==> src/rtl/macro_readout_sched_pkg.sv <==
// Shared constants for the hash-macro readback scheduler: defaults, FSM state codes, helpers.
package macro_readout_sched_pkg;

    localparam int unsigned NUM_MACROS_DEF  = 4;
    localparam int unsigned NONCE_BYTES_DEF = 4;
    localparam logic [5:0]  NONCE_BASE_DEF  = 6'h00;
    localparam logic [5:0]  CLR_ADDR_DEF    = 6'h3F;
    localparam int unsigned RD_LAT_DEF      = 2;
    localparam int unsigned CLR_WAIT_DEF    = 4;
    localparam int unsigned FIFO_DEPTH_DEF  = 4;

    localparam logic [2:0] ST_IDLE  = 3'd0;
    localparam logic [2:0] ST_ARB   = 3'd1;
    localparam logic [2:0] ST_READ  = 3'd2;
    localparam logic [2:0] ST_CLEAR = 3'd3;
    localparam logic [2:0] ST_COOL  = 3'd4;

    // Index width with a floor of one bit so single-entry sets still get a field.
    function automatic int unsigned idx_width(input int unsigned n);
        return (n > 1) ? $clog2(n) : 1;
    endfunction

endpackage

==> src/rtl/macro_readout_sched_if.sv <==
// Macro-side and result-side signals of the readback scheduler.
interface macro_readout_sched_if
    import macro_readout_sched_pkg::*;
#(
    parameter int unsigned NUM_MACROS  = NUM_MACROS_DEF,
    parameter int unsigned NONCE_BYTES = NONCE_BYTES_DEF,
    parameter int unsigned FIFO_DEPTH  = FIFO_DEPTH_DEF
) ();
    localparam int unsigned MW = idx_width(NUM_MACROS);
    localparam int unsigned CW = $clog2(FIFO_DEPTH) + 1;

    logic                     ENABLE;
    logic [NUM_MACROS-1:0]    DATA_AVAILABLE;
    logic [7:0]               DATA_FROM_HASH;
    logic [NUM_MACROS-1:0]    MACRO_RD_SELECT;
    logic [NUM_MACROS-1:0]    MACRO_WR_SELECT;
    logic [5:0]               HASH_ADDR;
    logic [7:0]               DATA_TO_HASH;
    logic                     res_valid;
    logic                     res_ready;
    logic [MW-1:0]            res_macro;
    logic [8*NONCE_BYTES-1:0] res_nonce;
    logic [CW-1:0]            res_count;
    logic                     busy;

    modport master (
        input  ENABLE, DATA_AVAILABLE, DATA_FROM_HASH, res_ready,
        output MACRO_RD_SELECT, MACRO_WR_SELECT, HASH_ADDR, DATA_TO_HASH,
        output res_valid, res_macro, res_nonce, res_count, busy
    );

    modport slave (
        output ENABLE, DATA_AVAILABLE, DATA_FROM_HASH, res_ready,
        input  MACRO_RD_SELECT, MACRO_WR_SELECT, HASH_ADDR, DATA_TO_HASH,
        input  res_valid, res_macro, res_nonce, res_count, busy
    );

endinterface

==> src/rtl/macro_readout_sched_result_fifo.sv <==
// Synchronous FIFO holding {macro, nonce} records; head reads zero while empty.
module macro_readout_sched_result_fifo #(
    parameter int unsigned WIDTH = 8,
    parameter int unsigned DEPTH = 4
) (
    input  logic                       clk,
    input  logic                       rst_n,
    input  logic                       push,
    input  logic [WIDTH-1:0]           push_data,
    input  logic                       pop,
    output logic [WIDTH-1:0]           pop_data,
    output logic                       full,
    output logic                       empty,
    output logic [$clog2(DEPTH):0]     count
);
    localparam int unsigned AW = (DEPTH > 1) ? $clog2(DEPTH) : 1;
    localparam int unsigned CW = $clog2(DEPTH) + 1;

    logic [WIDTH-1:0] mem [DEPTH];
    logic [AW-1:0]    wr_ptr, rd_ptr;
    logic [CW-1:0]    count_q;
    logic             do_push, do_pop;

    assign full     = (count_q == CW'(DEPTH));
    assign empty    = (count_q == '0);
    assign do_push  = push && !full;
    assign do_pop   = pop && !empty;
    assign count    = count_q;
    assign pop_data = empty ? '0 : mem[rd_ptr];

    // Pointer and occupancy bookkeeping; simultaneous push/pop leaves count unchanged.
    always_ff @(posedge clk) begin
        if (!rst_n) begin
            wr_ptr  <= '0;
            rd_ptr  <= '0;
            count_q <= '0;
        end else begin
            if (do_push) wr_ptr <= (wr_ptr == AW'(DEPTH - 1)) ? '0 : wr_ptr + 1'b1;
            if (do_pop)  rd_ptr <= (rd_ptr == AW'(DEPTH - 1)) ? '0 : rd_ptr + 1'b1;
            count_q <= count_q + CW'(do_push) - CW'(do_pop);
        end
    end

    // Storage array; contents need no reset since empty masks the head.
    always_ff @(posedge clk) begin
        if (do_push) mem[wr_ptr] <= push_data;
    end

endmodule

==> src/rtl/macro_readout_sched.sv <==
// Round-robin readback of hash-macro nonces: read bytes, clear the flag, queue the record.
module macro_readout_sched
    import macro_readout_sched_pkg::*;
#(
    parameter int unsigned NUM_MACROS  = NUM_MACROS_DEF,
    parameter int unsigned NONCE_BYTES = NONCE_BYTES_DEF,
    parameter logic [5:0]  NONCE_BASE  = NONCE_BASE_DEF,
    parameter logic [5:0]  CLR_ADDR    = CLR_ADDR_DEF,
    parameter int unsigned RD_LAT      = RD_LAT_DEF,
    parameter int unsigned CLR_WAIT    = CLR_WAIT_DEF,
    parameter int unsigned FIFO_DEPTH  = FIFO_DEPTH_DEF
) (
    input  logic                    M1_CLK,
    input  logic                    RST_M1_N,
    macro_readout_sched_if.master   bus
);
    localparam int unsigned MW = idx_width(NUM_MACROS);
    localparam int unsigned KW = idx_width(NONCE_BYTES);
    localparam int unsigned RW = MW + 8 * NONCE_BYTES;

    logic [2:0]               state_q, state_d;
    logic [MW-1:0]            rr_ptr_q, rr_ptr_d, grant_q, grant_d, grant_c;
    logic                     grant_ok;
    logic [KW-1:0]            byte_q, byte_d;
    logic [7:0]               cnt_q, cnt_d;
    logic [8*NONCE_BYTES-1:0] nonce_q;
    logic [NUM_MACROS-1:0]    rd_sel_q, rd_sel_d, wr_sel_q, wr_sel_d;
    logic [5:0]               addr_q, addr_d;
    logic [7:0]               dto_q, dto_d;
    logic                     capture, push, fifo_full, fifo_empty;
    logic [RW-1:0]            head;

    // First requester at or after ptr, searching circularly; MSB flags a hit.
    function automatic logic [MW:0] rr_pick(input logic [NUM_MACROS-1:0] req,
                                            input logic [MW-1:0] ptr);
        logic [MW:0] res;
        int unsigned idx;
        res = '0;
        for (int unsigned i = 0; i < NUM_MACROS; i++) begin
            idx = 32'(ptr) + i;
            if (idx >= NUM_MACROS) idx = idx - NUM_MACROS;
            if (!res[MW] && req[MW'(idx)]) res = {1'b1, MW'(idx)};
        end
        return res;
    endfunction

    // Next-state and next-output decode; outputs are computed one cycle ahead and registered.
    always_comb begin
        state_d  = state_q;
        rr_ptr_d = rr_ptr_q;
        grant_d  = grant_q;
        byte_d   = byte_q;
        cnt_d    = cnt_q;
        rd_sel_d = rd_sel_q;
        wr_sel_d = wr_sel_q;
        addr_d   = addr_q;
        dto_d    = dto_q;
        capture  = 1'b0;
        push     = 1'b0;
        {grant_ok, grant_c} = rr_pick(bus.DATA_AVAILABLE, rr_ptr_q);
        case (state_q)
            ST_IDLE: begin
                if (bus.ENABLE && (|bus.DATA_AVAILABLE) && !fifo_full) state_d = ST_ARB;
            end
            ST_ARB: begin
                if (grant_ok) begin
                    state_d  = ST_READ;
                    grant_d  = grant_c;
                    byte_d   = '0;
                    cnt_d    = '0;
                    rr_ptr_d = (grant_c == MW'(NUM_MACROS - 1)) ? '0 : grant_c + 1'b1;
                    rd_sel_d = '0;
                    rd_sel_d[grant_c] = 1'b1;
                    addr_d   = NONCE_BASE;
                end else begin
                    state_d = ST_IDLE;
                end
            end
            ST_READ: begin
                if (cnt_q == 8'(RD_LAT - 1)) begin
                    capture = 1'b1;
                    cnt_d   = '0;
                    if (byte_q == KW'(NONCE_BYTES - 1)) begin
                        state_d  = ST_CLEAR;
                        rd_sel_d = '0;
                        wr_sel_d = '0;
                        wr_sel_d[grant_q] = 1'b1;
                        addr_d   = CLR_ADDR;
                        dto_d    = 8'h01;
                    end else begin
                        byte_d = byte_q + 1'b1;
                        addr_d = NONCE_BASE + 6'(byte_q) + 6'd1;
                    end
                end else begin
                    cnt_d = cnt_q + 8'd1;
                end
            end
            ST_CLEAR: begin
                // FIFO space was checked before ARB and can only have grown since.
                push     = 1'b1;
                wr_sel_d = '0;
                cnt_d    = '0;
                state_d  = ST_COOL;
            end
            ST_COOL: begin
                // Hold off re-arbitration while the macro's flag drops.
                if (cnt_q >= 8'(CLR_WAIT - 1)) state_d = ST_IDLE;
                else                           cnt_d   = cnt_q + 8'd1;
            end
            default: state_d = ST_IDLE;
        endcase
    end

    // State, pointer and registered macro-interface outputs.
    always_ff @(posedge M1_CLK) begin
        if (!RST_M1_N) begin
            state_q  <= ST_IDLE;
            rr_ptr_q <= '0;
            grant_q  <= '0;
            byte_q   <= '0;
            cnt_q    <= '0;
            nonce_q  <= '0;
            rd_sel_q <= '0;
            wr_sel_q <= '0;
            addr_q   <= '0;
            dto_q    <= '0;
        end else begin
            state_q  <= state_d;
            rr_ptr_q <= rr_ptr_d;
            grant_q  <= grant_d;
            byte_q   <= byte_d;
            cnt_q    <= cnt_d;
            rd_sel_q <= rd_sel_d;
            wr_sel_q <= wr_sel_d;
            addr_q   <= addr_d;
            dto_q    <= dto_d;
            for (int unsigned k = 0; k < NONCE_BYTES; k++) begin
                if (capture && byte_q == KW'(k)) nonce_q[8*k +: 8] <= bus.DATA_FROM_HASH;
            end
        end
    end

    macro_readout_sched_result_fifo #(
        .WIDTH (RW),
        .DEPTH (FIFO_DEPTH)
    ) u_result_fifo (
        .clk       (M1_CLK),
        .rst_n     (RST_M1_N),
        .push      (push),
        .push_data ({grant_q, nonce_q}),
        .pop       (bus.res_ready),
        .pop_data  (head),
        .full      (fifo_full),
        .empty     (fifo_empty),
        .count     (bus.res_count)
    );

    assign bus.MACRO_RD_SELECT         = rd_sel_q;
    assign bus.MACRO_WR_SELECT         = wr_sel_q;
    assign bus.HASH_ADDR               = addr_q;
    assign bus.DATA_TO_HASH            = dto_q;
    assign bus.busy                    = (state_q != ST_IDLE);
    assign bus.res_valid               = !fifo_empty;
    assign {bus.res_macro, bus.res_nonce} = head;

endmodule

==> src/flat_wrapper.sv <==
// flat-port wrapper written by rule: the top's interface ports become plain ports
module macro_readout_sched_flat import macro_readout_sched_pkg::*;
#(
    parameter int unsigned NUM_MACROS  = NUM_MACROS_DEF,
    parameter int unsigned NONCE_BYTES = NONCE_BYTES_DEF,
    parameter logic [5:0]  NONCE_BASE  = NONCE_BASE_DEF,
    parameter logic [5:0]  CLR_ADDR    = CLR_ADDR_DEF,
    parameter int unsigned RD_LAT      = RD_LAT_DEF,
    parameter int unsigned CLR_WAIT    = CLR_WAIT_DEF,
    parameter int unsigned FIFO_DEPTH  = FIFO_DEPTH_DEF
)
  (M1_CLK, RST_M1_N, bus_ENABLE, bus_DATA_AVAILABLE, bus_DATA_FROM_HASH, bus_res_ready, bus_MACRO_RD_SELECT, bus_MACRO_WR_SELECT, bus_HASH_ADDR, bus_DATA_TO_HASH, bus_res_valid, bus_res_macro, bus_res_nonce, bus_res_count, bus_busy);
  macro_readout_sched_if #(.NUM_MACROS(NUM_MACROS), .NONCE_BYTES(NONCE_BYTES), .FIFO_DEPTH(FIFO_DEPTH)) bus_i ();
  input  logic M1_CLK;
  input  logic RST_M1_N;
  input wire logic [$bits(bus_i.ENABLE)-1:0] bus_ENABLE;
  input wire logic [$bits(bus_i.DATA_AVAILABLE)-1:0] bus_DATA_AVAILABLE;
  input wire logic [$bits(bus_i.DATA_FROM_HASH)-1:0] bus_DATA_FROM_HASH;
  input wire logic [$bits(bus_i.res_ready)-1:0] bus_res_ready;
  output wire logic [$bits(bus_i.MACRO_RD_SELECT)-1:0] bus_MACRO_RD_SELECT;
  output wire logic [$bits(bus_i.MACRO_WR_SELECT)-1:0] bus_MACRO_WR_SELECT;
  output wire logic [$bits(bus_i.HASH_ADDR)-1:0] bus_HASH_ADDR;
  output wire logic [$bits(bus_i.DATA_TO_HASH)-1:0] bus_DATA_TO_HASH;
  output wire logic [$bits(bus_i.res_valid)-1:0] bus_res_valid;
  output wire logic [$bits(bus_i.res_macro)-1:0] bus_res_macro;
  output wire logic [$bits(bus_i.res_nonce)-1:0] bus_res_nonce;
  output wire logic [$bits(bus_i.res_count)-1:0] bus_res_count;
  output wire logic [$bits(bus_i.busy)-1:0] bus_busy;
  assign bus_i.ENABLE = bus_ENABLE;
  assign bus_i.DATA_AVAILABLE = bus_DATA_AVAILABLE;
  assign bus_i.DATA_FROM_HASH = bus_DATA_FROM_HASH;
  assign bus_i.res_ready = bus_res_ready;
  assign bus_MACRO_RD_SELECT = bus_i.MACRO_RD_SELECT;
  assign bus_MACRO_WR_SELECT = bus_i.MACRO_WR_SELECT;
  assign bus_HASH_ADDR = bus_i.HASH_ADDR;
  assign bus_DATA_TO_HASH = bus_i.DATA_TO_HASH;
  assign bus_res_valid = bus_i.res_valid;
  assign bus_res_macro = bus_i.res_macro;
  assign bus_res_nonce = bus_i.res_nonce;
  assign bus_res_count = bus_i.res_count;
  assign bus_busy = bus_i.busy;
  macro_readout_sched #(.NUM_MACROS(NUM_MACROS), .NONCE_BYTES(NONCE_BYTES), .NONCE_BASE(NONCE_BASE), .CLR_ADDR(CLR_ADDR), .RD_LAT(RD_LAT), .CLR_WAIT(CLR_WAIT), .FIFO_DEPTH(FIFO_DEPTH)) u_core (.M1_CLK(M1_CLK), .RST_M1_N(RST_M1_N), .bus(bus_i));
endmodule
==> config.mk <==
export PLATFORM = sky130hd
export DESIGN_NAME = macro_readout_sched_flat
export DESIGN_NICKNAME = d
export VERILOG_FILES = /design/src/rtl/macro_readout_sched_pkg.sv /design/src/rtl/macro_readout_sched_if.sv /design/src/rtl/macro_readout_sched_result_fifo.sv /design/src/rtl/macro_readout_sched.sv /design/src/flat_wrapper.sv
export SDC_FILE = /design/constraint.sdc
export NUM_CORES = 1
export LEC_CHECK = 0
export BUFFER_PORTS_ARGS = -buffer_cell sky130_fd_sc_hd__buf_2
export CAP_MARGIN = 20
export CORE_UTILIZATION = 55
export DETAILED_ROUTE_END_ITERATION = 10
export PLACE_DENSITY = 0.75
export SYNTH_ARGS = -nofsm -noshare
export SYNTH_HDL_FRONTEND = slang
export SYNTH_HIERARCHICAL = 1
export SYNTH_SLANG_ARGS = --single-unit
==> constraint.sdc <==
create_clock -name M1_CLK -period 2.9 [get_ports M1_CLK]
set_input_delay 0.435 -clock M1_CLK [delete_from_list [all_inputs] [get_ports M1_CLK]]
set_output_delay 0.435 -clock M1_CLK [all_outputs]
set_load 0.01 [all_outputs]
Word level (Yosys, flattened, before mapping)
Memory sizes are Yosys's and may differ from the RTL's. A register that Yosys moved wholly into a read port is not among the register bits.
Index checks and enable logic that the tools add are counted.
- add/sub/neg operators: 15
- magnitude comparators: 13
- equality and inequality tests: 19
- mux-type cells: 56
- reduce and logical (&&, ||, !) cells: 34
- operators by type and width (kind ; number):
    $mux 34 ; 1
    $pmux 8 s4 ; 1
    $mux 2 ; 13
    $mux 3 ; 8
    $mux 8 ; 3
    $mux 4 ; 5
    $lt 2x3->1 const B ; 6
    $mux 6 ; 3
    $pmux 4 s2 ; 2
    $pmux 3 s5 ; 1
    $logic_and 1x1->1 ; 13
    $pmux 6 s2 ; 1
    $reduce_and 3->1 ; 4
    $reduce_and 4->1 ; 3
    $mux 1 ; 11
    $eq 2x2->1 const B ; 5
    $ne 2x1->1 const B ; 5
    $ge 3x3->1 const B ; 3
    $add 2x1->2 const B ; 4
    $add 8x1->8 const B ; 1
    $bmux 1 s2 ; 4
    $eq 8x1->1 const B ; 1
    $ge 8x2->1 const B ; 1
    $sub 2x1->2 const B ; 4
    21 further kinds ; 34
- register bits after elaboration: 71
- RAM bits: 136
- input bits: 16
- logic and storage cells: 154
- memories: 1
- memories (memory ; depth ; bits a word ; read ports ; clocked after Yosys merged registers in ; write ports ; line ; RTL):
    u_core.u_result_fifo.mem ; 4 ; 34 ; 1 ; 1 ; 1 ; macro_readout_sched_result_fifo.sv:19 ; logic [WIDTH-1:0] mem [DEPTH];

Depth between registers and ports, before layout
- depth after elaboration: 20
- gate-level depth with buffers: 14

Modules after synthesis
Netlist, hierarchy kept.
- modules (own cells, without submodules) (module ; instances ; cells an instance ; area each (um2) ; sequential area each (um2)):
    macro_readout_sched_result_fifo ; 1 ; 267 ; 5632.9 ; 4264.1
    macro_readout_sched ; 1 ; 297 ; 2802.7 ; 1221.2

Least setup slack after synthesis
Ideal clock, no wire load.
- kind: reg-to-reg
- start point: reg u_core.state_q[1]
- end point: reg u_core.u_result_fifo.count_q[2], in the netlist u_core/u_result_fifo/count[2]
- library setup time: 115 ps
- data arrival time: 2353 ps
- required time: 2785 ps
- setup slack: 432 ps
- stages on the path, launching flop included: 15
- path buffers: 1
- cells stage by stage: dfxtp_1 nor2b_1 nand2_1 inv_1 nor2b_1 clkbuf_1 inv_1 ha_1 inv_1 ha_1 inv_1 fa_1 xnor2_1 xnor2_1 and2_1
- cells in the longest elaborated chain, start to end: 5
- ends and longest elaborated chain (item ; line ; RTL):
    from (decl) ; macro_readout_sched.sv:21 ; logic [2:0] state_q, state_d;
    from (signal assigned) ; macro_readout_sched.sv:128 ; state_q <= state_d;
    $eq 3x2->1 ; macro_readout_sched.sv:61 ; case (state_q)
    $mux 1 ; macro_readout_sched.sv:61 ;
    via u_core.push ; macro_readout_sched.sv:30 ; logic capture, push, fifo_full, fifo_empty;
    $logic_and 1x1->1 ; macro_readout_sched_result_fifo.sv:26 ; assign do_push = push && !full;
    $add 3x1->3 ; macro_readout_sched_result_fifo.sv:40 ; count_q <= count_q + CW'(do_push) - CW'(do_pop);
    $sub 3x1->3 ; macro_readout_sched_result_fifo.sv:40 ;
    to (signal assigned) ; macro_readout_sched_result_fifo.sv:40 ;
    to (decl) ; macro_readout_sched_result_fifo.sv:21 ; logic [CW-1:0] count_q;
The timed path passes the listed nets, and every way through them passes these cells.
A chain may end at the register's enable or synchronous reset.

Final worst setup path
Same ends and word-level chain as after synthesis.

==> impl_results.md <==
* Status: finished clean
* Sw Pwr at 2.020 mW
* Sequential area share after synthesis at 0.6503
* Crit path required time at 3270 ps
* Final period utilization at 0.8927
* M2 GR Usage at 0.3778
* Placed insts at 805
* DR vias at 4903
* Distinct cell type count after synthesis at 57
* Worst Hold Launch: bus_DATA_FROM_HASH[7]
* Worst skew pair latency at 490 ps
* Worst-path clk slew at 60 ps
* CP endpoint kind: register
* Main synth FF type: edfxtp_1
* Layout Skew at 21.20 ps
* Static leakage at 3.716 nW
* Footprint of the multi-input gates at 2684 um^2
* Comb pwr share at 0.216
* TNS Setup at 0 ps
* Total Routing Usage GR at 0.2116
* Power density over the cells at 771.2 nW/um^2
* Max-Cap Viols at 0
* Worst-Margin Slew at 764.0 ps
* Die Ht at 125.8 um
* Crit-path max FO at 9
* CTS Buf Count at 21
* DR vias/cell at 5.816
* Die area at 15840 um^2
* Peak VDD IR at 0.0004822 V
* Hold Buf Count CTS at 0
* IO buf count at 69
* Initial core utilization at 0.5717
* Post-synth EDFFs at 136
* Ranking of synthesized cells by area: edfxtp_1, dfxtp_1, mux4_2, mux2i_1, ha_1
* Syn_area_per_cell at 14.96 um^2
* CTS tree: done
* Seq. cell area at 5487 um^2
* Chip width at 125.8 um
* FF+latch count, synth at 206
* Fillcell total at 1074
* Final Slew Violations at 0
* Core Rows at 44
* Max Freq at 386.3 MHz
* Layout area overhead at 13.96%
* Sequential group share of total power at 0.445
* RR Endpoint: u_core/u_result_fifo/count[2]
* Finished Layout Cells at 843
* Switching share of power at 0.2725
* Worst EP arrival at 2960 ps
* CP dominant cell by count: inv_1
* Slowest CP cell: dfxtp_1
* WL final at 16320 um
* Endpoint, Worst Hold: u_core/nonce_q[31]
* Gp weighted congestion at 0.7654
* Setup Viol. Count Final at 0
* Crit path time final at 2589 ps
* Mapped Cells at 564
* Gr busiest metal: met2
* CP Launch Type: register
* CTS resizes at 0
* Clock Power Share at 0.339
* I/O pins at 77
* Crit path cell chain: nor2b_1 -> nand2_1 -> inv_1 -> nor2b_1 -> inv_1 -> ha_1 -> inv_1 -> ha_1 -> inv_1 -> fa_1 -> xnor2_1 -> xnor2_1 -> and2_1
* Max stage delay on crit path at 460 ps
* Share of cells above drive strength 1 at 0.2458
* # diodes at 0
* Hold Vio Cnt, Final at 0
* Initial antenna violation count at 0
* Clk sink count at 206
* 1st-iter DRT viols at 347
* H-tree depth at 1
* Crit Path Category: reg2reg
* Maximum clock path buffer count at 3
* Reg2reg setup slack at 310 ps
* Hold depth at 3
* Synthesis Warnings at 6
* Grt met1 use at 0.2716
* Wire per inst at 19.36 um
* Largest area contributor in the synthesized netlist: edfxtp_1
* Int Pwr at 5.393 mW
* Mapped Area at 8436 um^2
* Ys async rst share at 0
* Core Region at 14750 um^2
* Root buffer cell: clkbuf_16
* Met3 Use GR at 0.02889
* Number of global-route vias before repair at 4945
* # nets final at 678
* Setup Fix Bufs, Post-CTS at 0
* R2R depth at 13
* Detailed Routing Iterations Pass 1 at 5
* Grt ovf at 0
* Slew HR at 0.4869
* Worst Hold Class: in2reg
* Largest net degree at the start of global routing at 44
* Area share of the largest cell type after synthesis at 0.4841
* Hpwl dp at 9867 um
* First-pass GRT wire length at 25890 um
* Worst r2r src: u_core/state_q[1]
* DRC at 0
* Unrepaired setup endpoints after global routing: no
* ANT nets after route at 0
## power by group through the flow
stage,combinational [mW],sequential (mW),clock [mW]
final,1.60,3.30,2.51
after global routing,1.75,3.31,2.69
after CTS,1.63,3.30,2.56
after detailed placement,1.62,3.36,0
after global placement,1.59,3.35,0
after floorplan,1.17,3.34,0
## worst max-delay path by stage
stage | startpoint | endpoint | slack [ps]
floorplan | u_core/state_q[1] | u_core/u_result_fifo/count[2] | 430
global placement | u_core/state_q[1] | u_core/u_result_fifo/count[2] | 510
detailed placement | u_core/state_q[1] | u_core/u_result_fifo/count[2] | 350
CTS | u_core/state_q[1] | u_core/u_result_fifo/count[2] | 340
global route | u_core/state_q[1] | u_core/u_result_fifo/count[2] | 190
finish | u_core/state_q[1] | u_core/u_result_fifo/count[2] | 310
## cell type report
class | count | area share
sequential | 206 | 0.5707
multi-input combinational | 310 | 0.2792
clock buffer | 32 | 0.06417
timing repair buffer | 84 | 0.05024
tap | 184 | 0.02395
inverter | 21 | 0.008200
clock inverter | 6 | 0.003514
## cell usage after synthesis (2+ instances only)
master	number
o21ai_0	3
clkbuf_1	11
ha_1	17
nand4_1	2
o31ai_1	3
buf_6	4
nand4_2	4
o211ai_1	5
and2_1	8
inv_1	20
dfxtp_1	70
nor2b_1	33
o21a_1	4
a211oi_1	3
mux2i_1	40
nand3_1	16
nor3_1	2
nor3b_2	2
nor2_1	37
a21oi_1	20
xnor2_1	2
nor3b_1	2
and3_1	2
mux4_2	34
a2111oi_0	2
edfxtp_1	136
o22ai_1	3
nand2b_1	4
buf_2	6
nand2_1	24
or3_1	4
and2b_1	4
or4_1	4
buf_4	10
## worst max-delay path: cells and delay by family (launching register included)
kind / cells / cell delay (ps)
fa+ha+maj: 3 / 820
simple gates: 4 / 630
flops: 1 / 460
buf+inv: 4 / 300
xor+xnor: 2 / 280
## state kept, by name (all words and copies together), names as in the netlist, 3 cells and up, named ones only
name / cells
u_core/u_result_fifo/mem: 136
u_core/nonce_q: 32
u_core/cnt_q: 8
u_core/bus.MACRO_RD_SELECT: 4
u_core/bus.MACRO_WR_SELECT: 4
u_core/bus.HASH_ADDR: 3
u_core/state_q: 3
u_core/u_result_fifo/count: 3
## cells in the final DEF (no fill, tap or decap), drive strengths merged, types with 6 or more instances in the layout
cell,count
mux2i,40
nor2b,33
clkbuf,32
edfxtp,136
ha,17
nor2,37
conb,7
dfxtp,70
inv,21
nand3,17
nand2,24
mux4,34
a21oi,21
nand4,6
buf,84
and2,8
## metal layers
layer	routed length, um	share of wire	vias up
li1	-	-	2243
met1	6841	0.42	2488
met2	8382	0.51	146
met3	783	0.048	26
met4	314	0.019	0
met5	0	0	-
## through the flow
stage / power [mW] / cell area (um^2) / setup slack [ps] / util / hold WS, ps
global placement: 4.937 / 8962 / 509.6 / 0.6074 / 432.3
CTS: 7.487 / 9613 / 339.5 / 0.6515 / 276.3
detailed placement: 4.977 / 8962 / 353.5 / 0.6074 / 443.5
global route: 7.745 / 9613 / 194.0 / 0.6515 / 295.8
finish: 7.414 / 9613 / 311.3 / 0.6515 / 284.2
floorplan: 4.505 / 8458 / 431.7 / - / 459.9
## kinds of logic after synthesis
family / Yosys count / synth area share
buf+inv: 54 / 0.03500
xor+xnor: 2 / 0.002077
compound gates: 53 / 0.04094
fa+ha+maj: 18 / 0.02759
flops: 206 / 0.6503
other cells: 1 / 0.0004445
mux: 74 / 0.1382
simple gates: 156 / 0.1055
(Power assumes the default switching activity.)
